<file path="src/rtl/divisor_seq_pkg.sv">
// Shared definitions for the sequential restoring divider.
package divisor_seq_pkg;

    localparam int unsigned STATE_W = 2;

    typedef enum logic [STATE_W-1:0] {
        IDLE = 2'd0,
        CALC = 2'd1,
        DONE = 2'd2
    } state_t;

endpackage

</file>
<file path="src/rtl/counter_dec.sv">
// Loadable down-counter with a zero flag, used as the divider iteration counter.
module counter_dec #(
    parameter int unsigned W = 3
) (
    input  logic         clk,
    input  logic         rst,
    input  logic         load,
    input  logic         en,
    input  logic [W-1:0] load_val,
    output logic         zero
);

    logic [W-1:0] cnt_q, cnt_d;

    always_comb begin
        cnt_d = cnt_q;
        if (load) begin
            cnt_d = load_val;
        end else if (en) begin
            cnt_d = cnt_q - W'(1);
        end
    end

    always_ff @(posedge clk or negedge rst) begin
        if (!rst) begin
            cnt_q <= '0;
        end else begin
            cnt_q <= cnt_d;
        end
    end

    assign zero = (cnt_q == '0);

endmodule

</file>
<file path="src/rtl/divisor_fd.sv">
// Divider datapath: A/Q/B registers, trial subtractor and restore mux.
module divisor_fd #(
    parameter int unsigned WIDTH = 8
) (
    input  logic             clk,
    input  logic             rst,
    input  logic             load,
    input  logic             load_zero,
    input  logic             step,
    input  logic [WIDTH-1:0] q_in,
    input  logic [WIDTH-1:0] b_in,
    output logic [WIDTH-1:0] quotient,
    output logic [WIDTH-1:0] remainder
);

    logic [WIDTH:0]   a_q, a_d;
    logic [WIDTH-1:0] q_q, q_d;
    logic [WIDTH-1:0] b_q, b_d;
    logic [2*WIDTH:0] aq_shift;
    logic [WIDTH:0]   a_shift;
    logic [WIDTH:0]   diff;

    always_comb begin
        aq_shift = {a_q, q_q} << 1;
        a_shift  = aq_shift[2*WIDTH:WIDTH];
        diff     = a_shift - {1'b0, b_q};

        a_d = a_q;
        q_d = q_q;
        b_d = b_q;
        if (load) begin
            a_d = '0;
            q_d = q_in;
            b_d = b_in;
        end else if (load_zero) begin
            // Divide-by-zero result is parked in the regular registers so the outputs stay plain wires.
            a_d = {1'b0, q_in};
            q_d = '1;
            b_d = b_in;
        end else if (step) begin
            a_d = diff[WIDTH] ? a_shift : diff;
            q_d = {aq_shift[WIDTH-1:1], ~diff[WIDTH]};
        end
    end

    always_ff @(posedge clk or negedge rst) begin
        if (!rst) begin
            a_q <= '0;
            q_q <= '0;
            b_q <= '0;
        end else begin
            a_q <= a_d;
            q_q <= q_d;
            b_q <= b_d;
        end
    end

    assign quotient  = q_q;
    assign remainder = a_q[WIDTH-1:0];

endmodule

</file>
<file path="src/rtl/divisor_seq.sv">
// Sequential unsigned restoring divider: IDLE/CALC/DONE control around divisor_fd.
module divisor_seq
    import divisor_seq_pkg::*;
#(
    parameter int unsigned WIDTH = 8
) (
    input  logic             clk,
    input  logic             rst,
    input  logic             start,
    input  logic [WIDTH-1:0] Q_in,
    input  logic [WIDTH-1:0] B_in,
    output logic [WIDTH-1:0] quotient,
    output logic [WIDTH-1:0] remainder,
    output logic             busy,
    output logic             done,
    output logic             div_zero
);

    localparam int unsigned CNT_W = $clog2(WIDTH);

    state_t state_q, state_d;
    logic   dz_q, dz_d;
    logic   b_zero;
    logic   accept;
    logic   load;
    logic   load_zero;
    logic   step;
    logic   cnt_zero;

    assign b_zero = (B_in == '0);

    always_ff @(posedge clk or negedge rst) begin
        if (!rst) begin
            state_q <= IDLE;
            dz_q    <= 1'b0;
        end else begin
            state_q <= state_d;
            dz_q    <= dz_d;
        end
    end

    always_comb begin
        state_d = state_q;
        case (state_q)
            IDLE:    if (start) state_d = b_zero ? DONE : CALC;
            CALC:    if (cnt_zero) state_d = DONE;
            DONE:    state_d = IDLE;
            default: state_d = IDLE;
        endcase
    end

    always_comb begin
        accept    = (state_q == IDLE) && start;
        load      = accept && !b_zero;
        load_zero = accept && b_zero;
        step      = (state_q == CALC);
        busy      = (state_q == CALC);
        done      = (state_q == DONE);
        dz_d      = dz_q;
        if (accept) begin
            dz_d = b_zero;
        end
    end

    assign div_zero = dz_q;

    counter_dec #(
        .W(CNT_W)
    ) u_cnt (
        .clk      (clk),
        .rst      (rst),
        .load     (load),
        .en       (step),
        .load_val (CNT_W'(WIDTH - 1)),
        .zero     (cnt_zero)
    );

    divisor_fd #(
        .WIDTH(WIDTH)
    ) u_fd (
        .clk       (clk),
        .rst       (rst),
        .load      (load),
        .load_zero (load_zero),
        .step      (step),
        .q_in      (Q_in),
        .b_in      (B_in),
        .quotient  (quotient),
        .remainder (remainder)
    );

endmodule

</file>
<file path="config.mk">
export PLATFORM = sky130hd
export DESIGN_NAME = divisor_seq
export DESIGN_NICKNAME = d
export VERILOG_FILES = /design/src/rtl/divisor_seq_pkg.sv /design/src/rtl/counter_dec.sv /design/src/rtl/divisor_fd.sv /design/src/rtl/divisor_seq.sv
export SDC_FILE = /design/constraint.sdc
export NUM_CORES = 1
export LEC_CHECK = 0
export BUFFER_PORTS_ARGS = -buffer_cell sky130_fd_sc_hd__buf_2
export CORE_UTILIZATION = 30
export CTS_BUF_LIST = sky130_fd_sc_hd__clkbuf_2 sky130_fd_sc_hd__clkbuf_4 sky130_fd_sc_hd__clkbuf_8
export CTS_CLUSTER_DIAMETER = 60
export DETAILED_ROUTE_END_ITERATION = 6
export GPL_TIMING_DRIVEN = 0
export HOLD_SLACK_MARGIN = 0.03
export PLACE_DENSITY = 0.48
export SLEW_MARGIN = 40
export SYNTH_ARGS = -nofsm -noshare
export SYNTH_HDL_FRONTEND = slang
export SYNTH_SLANG_ARGS = --single-unit
</file>
<file path="constraint.sdc">
create_clock -name clk -period 2.49 [get_ports clk]
set_input_delay 0.1245 -clock clk [delete_from_list [all_inputs] [get_ports clk]]
set_output_delay 0.1245 -clock clk [all_outputs]
set_load 0.03 [all_outputs]
</file>
; Word level (Yosys, flattened, before mapping)
; Cells that the tools add are included.
[totals]
ff_bits = 30
output_inout_bits = 19
input_bits = 19
[classes]
addsub = 2
n_bitwise = 1
mux = 15
reduce_logical = 11
eq_ne = 4
[ops]
columns = operator, count
row1 = two-way mux 8 bit, 9
row2 = subtractor 9 x 8 -> 9 bit, 1
row3 = logical NOT 8 bit, 1
row4 = two-way mux 2 bit, 3
row5 = two-way mux 3 bit, 2
row6 = case mux 2 bit (2 select lines), 1
row7 = nonzero test 2 bit, 2
row8 = logical AND 1 bit, 3
row9 = logical NOT 3 bit, 1
row10 = nonzero test 3 bit, 1
row11 = subtractor 3 x 1 -> 3 bit (second input constant), 1
row12 = equality test 2 x 1 -> 1 bit (second input constant), 1
row13 = equality test 2 bit (second input constant), 1
row14 = logical NOT 2 bit, 1
row15 = != test 2 x 1 -> 1 bit (second input constant), 1
row16 = != test 2 bit (second input constant), 1
row17 = AND reduction 2 bit, 1
row18 = logical NOT 1 bit, 1
row19 = inverter 1 bit, 1

; Depth between registers and ports, before layout
[depth]
ltp_word = 5
mapped_depth = 10
mapped_depth_nobuf = 10

; Modules after synthesis
; From an unflattened synthesis, not the netlist that was laid out.
[hier_totals]
hier_cells = 197
hier_area_um2 = 1891.8
[by_module_without_submodules]
columns = mod, seq_area_each_um2, cells_each, instances, area_per_inst_um2
row1 = divisor_fd, 600.6, 162, 1, 1556.5
row2 = counter_dec, 75.1, 19, 1, 171.4
row3 = divisor_seq, 75.1, 16, 1, 163.9

; Worst setup path before layout
; OpenSTA, ideal clock, no wires.
[synth_timing]
path_kind = register -> register
from = register u_fd.q_q[7], in the netlist u_fd.quotient[7]
to = register u_fd.a_q[0]
t_required_ps = 2403
t_arrival_ps = 2563
stages_incl_launch_ff = 11
slack_ps = -159
path_buffers = 0
cell_sequence = dfrtp_1 inv_1 ha_1 inv_1 fa_1 a21oi_2 o22ai_2 o21ai_4 xor2_4 mux2_2 a211oi_2
[synth_via]
elab_chain_len = 5
[synth_lines]
columns = item, line
row1 = start: declaration, divisor_fd.sv:17  ; logic [WIDTH-1:0] q_q, q_d;
row2 = start signal: assignment, divisor_fd.sv:53  ; q_q <= q_d;
row3 = subtractor 9 x 8 -> 9 bit, divisor_fd.sv:26  ; diff = a_shift - {1'b0, b_q};
row4 = two-way mux 8 bit *, divisor_fd.sv:41  ; a_d = diff[WIDTH] ? a_shift : diff;
row5 = two-way mux 8 bit *, divisor_fd.sv:40  ; end else if (step) begin
row6 = two-way mux 8 bit *, divisor_fd.sv:35  ; end else if (load_zero) begin
row7 = two-way mux 8 bit *, divisor_fd.sv:31  ; if (load) begin
row8 = end signal: assignment, divisor_fd.sv:48  ; a_q <= '0;
row9 = end signal: assignment, divisor_fd.sv:52  ; a_q <= a_d;
row10 = end: declaration, divisor_fd.sv:16  ; logic [WIDTH:0] a_q, a_d;
; Mark *: on every way between the ends. The rest lies on a longest branch, timed or not. The select of a mux whose other input is x is not followed.
; A chain may end at the register's enable or synchronous reset.

; Final worst setup path
[layout_timing]
from = register u_fd.q_q[7], in the netlist u_fd.quotient[7]
to = register u_fd.a_q[1]
[layout_via]
elab_chain_len = 5
[layout_lines]
columns = item, line
row1 = subtractor 9 x 8 -> 9 bit, divisor_fd.sv:26
row2 = two-way mux 8 bit, divisor_fd.sv:41
row3 = two-way mux 8 bit, divisor_fd.sv:40
row4 = two-way mux 8 bit, divisor_fd.sv:35
row5 = two-way mux 8 bit, divisor_fd.sv:31
; No other way between the ends. The select of a mux whose other input is x is not followed.

==> summary.txt <==
CTS
  • CTS Buf Count: 5
  • # H-tree levels: 2
  • Max clock buf depth: 2
  • Clk pin slew, worst setup/hold paths: 0.07 ns
  • Clock sink count: 30
  • Clock latency on the worst-skew pair: 0.28 ns
  • Root Buffer Master: clkbuf_8
  • CTS tree: done

Yosys
  • Synthesis-stage register bit count: 30
  • Share of the yosys chip area belonging to registers: 40.9%
  • Cells after synthesis: slightly below 200
  • Post-synth top area share: 40.9%
  • Synth Flop Type: dfrtp_1
  • Synth top area cells: dfrtp_1 (41%), ha_1 (6.8%), o21ai_0 (5.5%)
  • Simple-gate share of the synthesized area: 14.3%
  • Largest family of logic cells by synthesized area: compound AO/OA/AOI/OAI gates
  • Distinct cells, synth: 41
  • Synth Area in XOR/XNOR: 4.37%
  • Ys Warns: 0
  • Commonest cells post-synth: dfrtp_1 (30), nand2_1 (24), o21ai_0 (20)
  • Most common cell in the netlist: dfrtp_1
  • Area leader, netlist: dfrtp_1
  • Mapped Avg Cell Area: 9.22 sq um
  • Ys async rst share: 100%
  • Cell Area, Synth: 1830 sq um
  • Area share of fa/ha/maj cells after synthesis: 7.91%
  • Mux cell area share after synthesis: 3.89%
  • Syn_nets: 229
  • Number of synthesized flops with an enable pin: 0
  • Compound-gate portion of the synthesized area: 24.2%

Timing
  • Hold WS: around 0.055 ns
  • Fmax: 414 MHz
  • Setup ws final: 0.0755 ns
  • Slew margin rel.: ~50%
  • Pins over their slew limit: 0
  • Setup Skew: 0.00829 ns
  • Actual slew at the worst max-slew pin: 0.735 ns
  • Final Setup Violations: 0
  • Tmin final: 2.41 ns
  • RSZ-0062 raised after global routing: true
  • Final hold violation count: 0
  • Final worst path period share: 97.0%

Global route
  • GRT Util Overall: 15.6%
  • Overflow left after global routing: 0
  • Largest net degree at the start of global routing: 31
  • First-pass GRT wire length: 7450 um
  • Initial antenna violation count: 0
  • Vias in the first global route: 1,551

Routing
  • Avg WL per Cell: 14.4 um
  • Vias per std cell: 4.93
  • Post-Route WL: 4670 um
  • First-pass DRT Iterations: 4
  • Residual DRC count: 0
  • Detail Route Antenna Nets: 0
  • Via count: roughly 1,600
  • Initial DRC count: between 40 and 50

Critical path
  • FF-to-FF path depth: 11
  • WS Path Type: reg -> reg
  • Worst path required time: 2.65 ns
  • CP Capture Type: flip-flop
  • Slowest cell on crit path: dfrtp_2
  • Crit path cell chain: inv_4 -> ha_4 -> inv_2 -> fa_2 -> a21oi_4 -> o22ai_4 -> o21ai_4 -> xor2_4 -> buf_4 -> mux2i_1 -> a211oi_2
  • FF-to-FF Start: u_fd.quotient[7]$_DFFE_PN0P_
  • Crit Path Max Fanout: 4
  • CP arrival: 2.58 ns
  • Setup slack, reg-to-reg: roughly 0.075 ns
  • Worst r2r dst: u_fd.a_q[1]$_DFFE_PN0P_
  • Worst setup SP type: flip-flop
  • Crit-path max cell delay: 0.42 ns

Die
  • Die area: roughly 6400 sq um
  • Row cnt: 28
  • Total I/O pin count: 38
  • Starting Density: a little under a third
  • Die H: 80.2 um
  • Die W: 80.2 um
  • Total core area: around 6000 sq um

Finish
  • # diodes: 0
  • Share of layout cells above drive strength 1: 29.6%
  • Util after Layout: 39.8%
  • Synth-to-layout area growth: 28.4%
  • Fin area: 2350 sq um
  • Post-layout nets: 279

Min path
  • Hold endpoint: u_fd.b_q[0]$_DFFE_PN0P_
  • Hold depth: 3
  • HP Class: in -> reg
  • Origin of the worst min-delay path: B_in[0]

Placed design
  • IO Port Bufs: 37
  • Placed Area: approximately 2100 sq um
  • Gpl congestion: 0.738
  • Dpl hpwl: 3430 um
  • Post-Place Worst Slack: -0.0931 ns

Status
  • Status: complete, no violations

Run
  • Max cap viols: 0
## worst max path at each step
stage,to,from
6_report,u_fd.a_q[1]$_DFFE_PN0P_,u_fd.quotient[7]$_DFFE_PN0P_
5_1_grt,u_fd.a_q[0]$_DFFE_PN0P_,u_fd.quotient[7]$_DFFE_PN0P_
4_1_cts,u_fd.a_q[0]$_DFFE_PN0P_,u_fd.quotient[7]$_DFFE_PN0P_
3_5_place_dp,u_fd.a_q[0]$_DFFE_PN0P_,u_fd.quotient[7]$_DFFE_PN0P_
3_3_place_gp,u_fd.a_q[0]$_DFFE_PN0P_,u_fd.quotient[7]$_DFFE_PN0P_
2_1_floorplan,u_fd.a_q[0]$_DFFE_PN0P_,u_fd.quotient[7]$_DFFE_PN0P_
## repair_timing
item | CTS | global route
hold buffers | 1 | 0
setup endpoints to repair | 1 | 8
hold endpoints to repair | 30 | 0
setup buffers | 3 | 2
pin swaps | 0 | 6
gates resized for setup | 0 | 13
gates cloned | 0 | 0
## registers in the layout, indices dropped and copies added (netlist names)
name,cells
div_zero,1
state_q,2
u_cnt.cnt_q,3
u_fd.a_q,8
u_fd.b_q,8
u_fd.quotient,8
## cell usage in the layout (no fill, tap or decap), drive strengths merged, types with 2 or more instances in the layout
cell and count:
o21ai 23, nor3 2, xnor2 3, a21oi 17
a21o 2, nand3 4, inv 15, o211ai 2
clkbuf 12, nor2 16, or4 2, a211oi 6
mux2i 6, nand2 24, dfrtp 30, ha 10
or3 2, nand2b 3, nor2b 2, o21bai 2
xor2 4, o22ai 7, buf 43
## routing by layer
layer	track usage (%)	up-vias	routed length [um]
met1	21.1	761	2240
li1	-	803	-
met3	3.75	5	200
met5	0	-	0
met4	4.82	0	55
met2	24.4	33	2170
## critical path: cells and delay by family, from the launching register on
family	cells	cell delay [ns]
XOR/XNOR	1	0.26
flip-flops	1	0.42
multiplexers	1	0.20
AO/OA/AOI/OAI	4	0.60
buffers and inverters	3	0.28
adder cells (fa/ha/maj)	2	0.50
## final cells by class
type                    count  area (sq um)
inverters                  15          58.8
repair buffers             43           240
flip-flops and latches     30           752
multi-input cells         148          1070
clock inverters             1          30.0
fillers                   608          3570
plain buffers               6          23.8
well taps                  75          93.8
clock buffers               7          90.1
## cells by family (layout without fill, tap and decap cells)
| group | count (synthesis) | in the layout |
|---|---|---|
| AO/OA/AOI/OAI | 66 | 66 |
| XOR/XNOR | 7 | 7 |
| adder cells (fa/ha/maj) | 11 | 11 |
| buffers and inverters | 21 | 72 |
| flip-flops | 30 | 30 |
| multiplexers | 7 | 7 |
| AND/OR/NAND/NOR | 57 | 57 |
## metrics by stage
| stage | cells | TNS [ns] |
|---|---|---|
| 2_1_floorplan | 199 | 0 |
| 3_3_place_gp | 311 | -0.0987 |
| 3_5_place_dp | 311 | -0.0931 |
| 4_1_cts | 323 | 0 |
| 5_1_grt | 325 | -0.172 |
| 6_report | 325 | 0 |
Power is not shown: default switching activity piles up to over one toggle a cycle in this logic, so the estimate is an artifact.
